`src/rtl/fpu_sched_pkg.sv`:
```
// Shared definitions for the FPU issue controller: op encodings, flag layout,
// the in-flight tag record and the requester identifier.
package fpu_sched_pkg;

  localparam logic [2:0] FPU_ADD = 3'b000;
  localparam logic [2:0] FPU_SUB = 3'b001;
  localparam logic [2:0] FPU_MUL = 3'b010;
  localparam logic [2:0] FPU_DIV = 3'b011;
  localparam logic [2:0] FPU_I2F = 3'b100;
  localparam logic [2:0] FPU_F2I = 3'b101;

  // Bit positions inside the 9-bit response flag word {illegal, fpu_flags}
  localparam int FLAG_DIV_BY_ZERO = 0;
  localparam int FLAG_ZERO        = 1;
  localparam int FLAG_UNDERFLOW   = 2;
  localparam int FLAG_OVERFLOW    = 3;
  localparam int FLAG_INE         = 4;
  localparam int FLAG_QNAN        = 5;
  localparam int FLAG_SNAN        = 6;
  localparam int FLAG_INF         = 7;
  localparam int ILLEGAL_FLAG     = 8;

  localparam logic [31:0] QNAN = 32'h7FC0_0000;

  typedef enum logic {
    REQ0 = 1'b0,
    REQ1 = 1'b1
  } req_id_t;

  typedef struct packed {
    logic    valid;
    req_id_t id;
    logic    illegal;
  } tag_t;

  // Encodings 110 and 111 are unused by the FPU core
  function automatic logic is_illegal_op(input logic [2:0] op);
    return op[2] & op[1];
  endfunction

endpackage

```
`src/rtl/fpu_tag_pipe.sv`:
```
// Shift register of in-flight operation tags, one stage per cycle of FPU
// latency plus the operand-register stage in front of the core.
module fpu_tag_pipe
  import fpu_sched_pkg::*;
#(
  parameter int LATENCY = 4
) (
  input  logic clk,
  input  logic rst_n,
  input  tag_t i_tag,
  output tag_t o_last,
  output logic o_busy
);

  localparam int DEPTH = LATENCY + 1;

  tag_t r_stage [DEPTH];

  always_ff @(posedge clk or negedge rst_n) begin
    if (!rst_n) begin
      for (int k = 0; k < DEPTH; k++) begin
        r_stage[k] <= '0;
      end
    end else begin
      r_stage[0] <= i_tag;
      for (int k = 1; k < DEPTH; k++) begin
        r_stage[k] <= r_stage[k-1];
      end
    end
  end

  always_comb begin
    o_busy = 1'b0;
    for (int k = 0; k < DEPTH; k++) begin
      o_busy = o_busy | r_stage[k].valid;
    end
  end

  assign o_last = r_stage[DEPTH-1];

endmodule

```
`src/rtl/fpu_issue_arb.sv`:
```
// Round-robin issue controller sharing one pipelined FPU between two
// requesters; results are routed back by a tag pipeline matched to LATENCY.
module fpu_issue_arb
  import fpu_sched_pkg::*;
#(
  parameter int LATENCY = 4
) (
  input  logic        clk,
  input  logic        rst_n,
  input  logic [1:0]  req_valid,
  output logic [1:0]  req_ready,
  input  logic [5:0]  req_op,
  input  logic [3:0]  req_rmode,
  input  logic [63:0] req_opa,
  input  logic [63:0] req_opb,
  output logic [2:0]  fpu_op,
  output logic [1:0]  fpu_rmode,
  output logic [31:0] fpu_opa,
  output logic [31:0] fpu_opb,
  input  logic [31:0] fpu_out,
  input  logic [7:0]  fpu_flags,
  output logic [1:0]  rsp_valid,
  output logic [31:0] rsp_data,
  output logic [8:0]  rsp_flags,
  output logic        busy
);

  req_id_t     r_ptr;
  logic [2:0]  r_fpuOp;
  logic [1:0]  r_fpuRmode;
  logic [31:0] r_fpuOpa;
  logic [31:0] r_fpuOpb;
  logic [1:0]  r_rspValid;
  logic [31:0] r_rspData;
  logic [8:0]  r_rspFlags;

  logic [1:0]  w_grant;
  logic        w_accept;
  logic        w_sel;
  logic [2:0]  w_selOp;
  logic [1:0]  w_selRmode;
  logic [31:0] w_selOpa;
  logic [31:0] w_selOpb;
  logic        w_illegal;
  tag_t        w_issueTag;
  tag_t        w_lastTag;
  logic        w_busy;

  // A lone requester always wins; the pointer only breaks ties
  always_comb begin
    w_grant = 2'b00;
    unique case (req_valid)
      2'b01:   w_grant = 2'b01;
      2'b10:   w_grant = 2'b10;
      2'b11:   w_grant = (r_ptr == REQ1) ? 2'b10 : 2'b01;
      default: w_grant = 2'b00;
    endcase
  end

  assign req_ready  = w_grant;
  assign w_accept   = |w_grant;
  assign w_sel      = w_grant[1];
  assign w_selOp    = w_sel ? req_op[5:3]     : req_op[2:0];
  assign w_selRmode = w_sel ? req_rmode[3:2]  : req_rmode[1:0];
  assign w_selOpa   = w_sel ? req_opa[63:32]  : req_opa[31:0];
  assign w_selOpb   = w_sel ? req_opb[63:32]  : req_opb[31:0];
  assign w_illegal  = is_illegal_op(w_selOp);

  always_comb begin
    w_issueTag         = '0;
    w_issueTag.valid   = w_accept;
    w_issueTag.id      = req_id_t'(w_accept & w_sel);
    w_issueTag.illegal = w_accept & w_illegal;
  end

  always_ff @(posedge clk or negedge rst_n) begin
    if (!rst_n) begin
      r_ptr <= REQ0;
    end else if (w_accept) begin
      r_ptr <= w_sel ? REQ0 : REQ1;
    end
  end

  // Illegal ops never reach the core, so its inputs keep the last legal op
  always_ff @(posedge clk or negedge rst_n) begin
    if (!rst_n) begin
      r_fpuOp    <= '0;
      r_fpuRmode <= '0;
      r_fpuOpa   <= '0;
      r_fpuOpb   <= '0;
    end else if (w_accept && !w_illegal) begin
      r_fpuOp    <= w_selOp;
      r_fpuRmode <= w_selRmode;
      r_fpuOpa   <= w_selOpa;
      r_fpuOpb   <= w_selOpb;
    end
  end

  fpu_tag_pipe #(
    .LATENCY (LATENCY)
  ) u_tagPipe (
    .clk    (clk),
    .rst_n  (rst_n),
    .i_tag  (w_issueTag),
    .o_last (w_lastTag),
    .o_busy (w_busy)
  );

  // The core result is valid while the last tag is present; capture it here
  always_ff @(posedge clk or negedge rst_n) begin
    if (!rst_n) begin
      r_rspValid <= '0;
      r_rspData  <= '0;
      r_rspFlags <= '0;
    end else if (w_lastTag.valid) begin
      r_rspValid <= (w_lastTag.id == REQ1) ? 2'b10 : 2'b01;
      if (w_lastTag.illegal) begin
        r_rspData  <= QNAN;
        r_rspFlags <= 9'(1 << ILLEGAL_FLAG);
      end else begin
        r_rspData  <= fpu_out;
        r_rspFlags <= {1'b0, fpu_flags};
      end
    end else begin
      r_rspValid <= '0;
      r_rspData  <= '0;
      r_rspFlags <= '0;
    end
  end

  assign fpu_op    = r_fpuOp;
  assign fpu_rmode = r_fpuRmode;
  assign fpu_opa   = r_fpuOpa;
  assign fpu_opb   = r_fpuOpb;
  assign rsp_valid = r_rspValid;
  assign rsp_data  = r_rspData;
  assign rsp_flags = r_rspFlags;
  assign busy      = w_busy;

endmodule

```
`config.mk`:
```
export PLATFORM = sky130hd
export DESIGN_NAME = fpu_issue_arb
export DESIGN_NICKNAME = d
export VERILOG_FILES = /design/src/rtl/fpu_sched_pkg.sv /design/src/rtl/fpu_tag_pipe.sv /design/src/rtl/fpu_issue_arb.sv
export SDC_FILE = /design/constraint.sdc
export NUM_CORES = 1
export LEC_CHECK = 0
export CAP_MARGIN = 25
export CORE_ASPECT_RATIO = 1.25
export CORE_MARGIN = 2
export CORE_UTILIZATION = 38
export CTS_CLUSTER_SIZE = 28
export DETAILED_ROUTE_END_ITERATION = 8
export GPL_TIMING_DRIVEN = 0
export PLACE_DENSITY = 0.81
export SLEW_MARGIN = 20
export SYNTH_ARGS = -nofsm -noshare
export SYNTH_HDL_FRONTEND = slang
export SYNTH_HIERARCHICAL = 1
export SYNTH_SLANG_ARGS = --single-unit
```
`constraint.sdc`:
```
create_clock -name clk -period 2.2 [get_ports clk]
set_input_delay 0.22 -clock clk [delete_from_list [all_inputs] [get_ports clk]]
set_output_delay 0.22 -clock clk [all_outputs]
set_load 0.005 [all_outputs]
```
==> key figures <==
Critical path
  – Ordered cell list for the critical path: a21bo_2 > clkbuf_2 > inv_1 > clkdlybuf4s50_1
  – Critical path buffer and inverter count: 3
  – Slowest library cell on the worst path: sky130_fd_sc_hd__clkdlybuf4s50_1
  – Type of element capturing the critical path: primary output
  – Kind of critical path: register to primary output
  – CP Max Fanout: 10
  – Levels on crit path: 4
  – Data required time of the worst path: 1.98 ns
  – Worst path arrival time: 1.90 ns
  – Number of cells on the worst reg-to-reg path: 6
  – Startpoint kind of the worst setup timing path: register
  – Top Family by Delay on Critical Path: buffers and inverters
  – CP peak stage delay: 0.49 ns

Timing
  – Final hold slack: 0.347 ns
  – Final Hold Vio Count: 0
  – Slew headroom: 0.593
  – Max Fclk: 0.472 GHz
  – Final setup violating endpoints: 0
  – Transition time of the tightest slew-check pin: 0.610 ns
  – Worst setup skew after layout: 0.0108 ns
  – Post-layout min period: approximately 2.1 ns
  – Final critical-path share of the clock period: 0.963
  – Setup repair after global routing missed its margin: false
  – Max Slew Vio Count: 0

Floorplan
  – Initial core utilization: 0.392
  – Floorplan die area: 0.0141 mm^2
  – Core Area: 0.0128 mm^2
  – Chip width: 107 um
  – Number of rows created at floorplan: 46
  – Die height: 132 um
  – Top-level port count: 297

Finish
  – Count of non-filler cells in the finished layout: 865
  – Ratio of cells with drive above 1 in the final layout: 0.128
  – Antenna diode instance count: 0
  – Signed area change from the synthesized netlist to the final layout: 77.3%
  – Post-layout utilization of the core: 0.695
  – Net count, final: between 800 and 900
  – Finished Cell Area: slightly below 0.009 mm^2
  – Fillcell total: 950

Clock tree
  – Total clock sinks: 128
  – CTS tree: yes
  – TritonCTS Buffers: 17
  – H-tree levels: 4
  – Post-CTS setup-driven buffer insertion count: 0
  – CTS max path bufs: 2
  – Clock tree root driver cell: sky130_fd_sc_hd__clkbuf_16
  – Worst-Skew Late Latency: roughly 0.40 ns
  – Clock transition at the registers of the reported paths: approximately 0.05 ns

Synthesis
  – Cell Area, Synth: 0.00500 mm^2
  – Synthesized Nets: 549
  – Sequential fraction of the synthesis area: 0.640
  – Yosys cell types: 25
  – Commonest cells post-synth: 128 x sky130_fd_sc_hd__dfrtp_1, 68 x sky130_fd_sc_hd__or3_1, 37 x sky130_fd_sc_hd__o221a_2
  – Share of synthesized registers carrying an async set or reset: 1.00
  – Most area-consuming cells after synthesis: sky130_fd_sc_hd__dfrtp_1 64%, sky130_fd_sc_hd__or3_1 8.5%, sky130_fd_sc_hd__o221a_2 8.3%, sky130_fd_sc_hd__o221a_1 6.8%, sky130_fd_sc_hd__and2_1 4.4%
  – Library cell occupying the most area in the post-synthesis netlist: sky130_fd_sc_hd__dfrtp_1
  – Synthesized flop and latch total: 128
  – Share of Yosys cell area claimed by the top area cell type: 0.640
  – Main flop type after synthesis: sky130_fd_sc_hd__dfrtp_1
  – Gate count of the mapped netlist: 367
  – Mean area per synthesized cell: between 10 and 15 um^2
  – Dominant cell by count in the synthesized netlist: sky130_fd_sc_hd__dfrtp_1
  – Number of flops mapped to enable cells by yosys: 0
  – Synthesis Warnings: 6

Power
  – VDD IR max: 0.418 mV
  – Total power per unit cell area: 855 mW/mm^2
  – Design Power: 0.00759 W
  – Static leakage: between 3 and 4 nW

Detailed routing
  – Number of iterations in the first detailed-routing pass: 4
  – Number of nets still failing antenna checks after routing: 0
  – Routed length per placed instance: 19.9 um
  – 1st-iter DRT viols: about 190
  – Number of vias after detailed routing: around 4.5k
  – Total detailed-routing wirelength: 17200 um
  – Remaining DRCs: 0
  – Post-detailed-route via-to-cell ratio: 5.17

Run
  – Number of violations of the max-capacitance limit: 0

Place
  – Placed standard-cell area: 0.00821 mm^2
  – Detail Placement HPWL: 12900 um
  – Number of I/O port buffers: 296
  – Placed instance count: 832
  – Weighted congestion reported at the end of routability-driven placement: 0.865

Status
  – Result of the run: completed

GRT
  – Overflow after GRT: 0
  – Pin count of the biggest net entering global routing: 67
  – Vias in the first global route: 4867
  – Wire length of the first global-routing pass: about 26000 um
  – Number of antenna violations at the first check in global routing: 0
  – Overall Global Routing Usage: 0.244

Worst hold path
  – Cell count of the worst hold path: 0
  – Hold crit path type: register to register
==> layer usage <==
metal,up-vias,GRT usage,share of wire
met5,-,0,0
met4,0,0.0801,0.018
met3,20,0.0712,0.081
met2,226,0.443,0.53
met1,2207,0.271,0.37
li1,2020,-,-
==> state kept, by name (all words and copies together) (netlist names) <==
signal,flops
u_tagPipe/r_stage,12
fpu_opa,32
r_ptr,1
rsp_data,32
u_tagPipe/o_last,3
rsp_flags,9
rsp_valid,2
fpu_opb,32
fpu_op,3
fpu_rmode,2
==> stage by stage <==
stage | setup TNS [ns] | setup slack [ns]
6_report | 0 | 0.0812
5_1_grt | 0 | 0.00650
4_1_cts | 0 | 0.0635
3_5_place_dp | -4.40 | -0.153
3_3_place_gp | -490.00 | -3.83
2_1_floorplan | 0 | 0.606
==> cell type report <==
type	count	area, um^2	area share
inverters	3	11.3	0.00127
clock inverters	14	228	0.0257
well taps	168	210	0.0237
repair buffers	298	3000	0.338
flip-flops and latches	128	3200	0.361
plain buffers	38	195	0.0220
clock buffers	18	429	0.0484
multi-input cells	198	1600	0.180
==> cell families after synthesis <==
| group | Yosys count | share of synthesized area |
|---|---|---|
| AO/OA/AOI/OAI | 85 | 0.180 |
| AND/OR/NAND/NOR | 113 | 0.139 |
| buffers and inverters | 41 | 0.0410 |
| flip-flops | 128 | 0.640 |
==> path summary, 6_finish.rpt <==
check	endpoint	startpoint	slack [ns]
max	req_ready[0]	r_ptr	0.08
min	u_tagPipe/o_last[1]	u_tagPipe/r_stage[4]	0.35
max reg2reg	fpu_opa[29]	r_ptr	0.26
min reg2reg	u_tagPipe/o_last[1]	u_tagPipe/r_stage[4]	0.35
max in group asynchronous	rsp_data[30]	rst_n	1.10
min in group asynchronous	fpu_opb[14]	rst_n	0.37
==> repair_timing <==
item                                    in CTS  in global routing
gates resized for setup                      2                  0
endpoints found under the setup margin       1                  0
hold buffers                                 1                  0
endpoints found under the hold margin       62                  0
==> placed cells by master (no fill, tap or decap), types with 3 or more instances in the layout <==
cell type                         synthesis  final
sky130_fd_sc_hd__and2_1                  35     35
sky130_fd_sc_hd__buf_2                    8      8
sky130_fd_sc_hd__buf_4                    3      3
sky130_fd_sc_hd__buf_6                    4      5
sky130_fd_sc_hd__bufinv_16                0      5
sky130_fd_sc_hd__clkbuf_1                23     23
sky130_fd_sc_hd__clkbuf_16                0     17
sky130_fd_sc_hd__clkdlybuf4s50_1          0    295
sky130_fd_sc_hd__clkinv_4                 0      4
sky130_fd_sc_hd__dfrtp_1                128    128
sky130_fd_sc_hd__inv_1                    3      3
sky130_fd_sc_hd__inv_6                    0      4
sky130_fd_sc_hd__nor2_1                   3      3
sky130_fd_sc_hd__nor2b_1                  3      3
sky130_fd_sc_hd__o21a_1                  10     10
sky130_fd_sc_hd__o221a_1                 30     30
sky130_fd_sc_hd__o221a_2                 37     37
sky130_fd_sc_hd__or3_1                   68     68
==> power by group <==
group / switching [W] / internal, W
clock network: 0.00107 / 0.00203
logic: 0.000558 / 0.00108
registers: 0.000176 / 0.00267
total: 0.00180 / 0.00579
(Power assumes the default switching activity.)
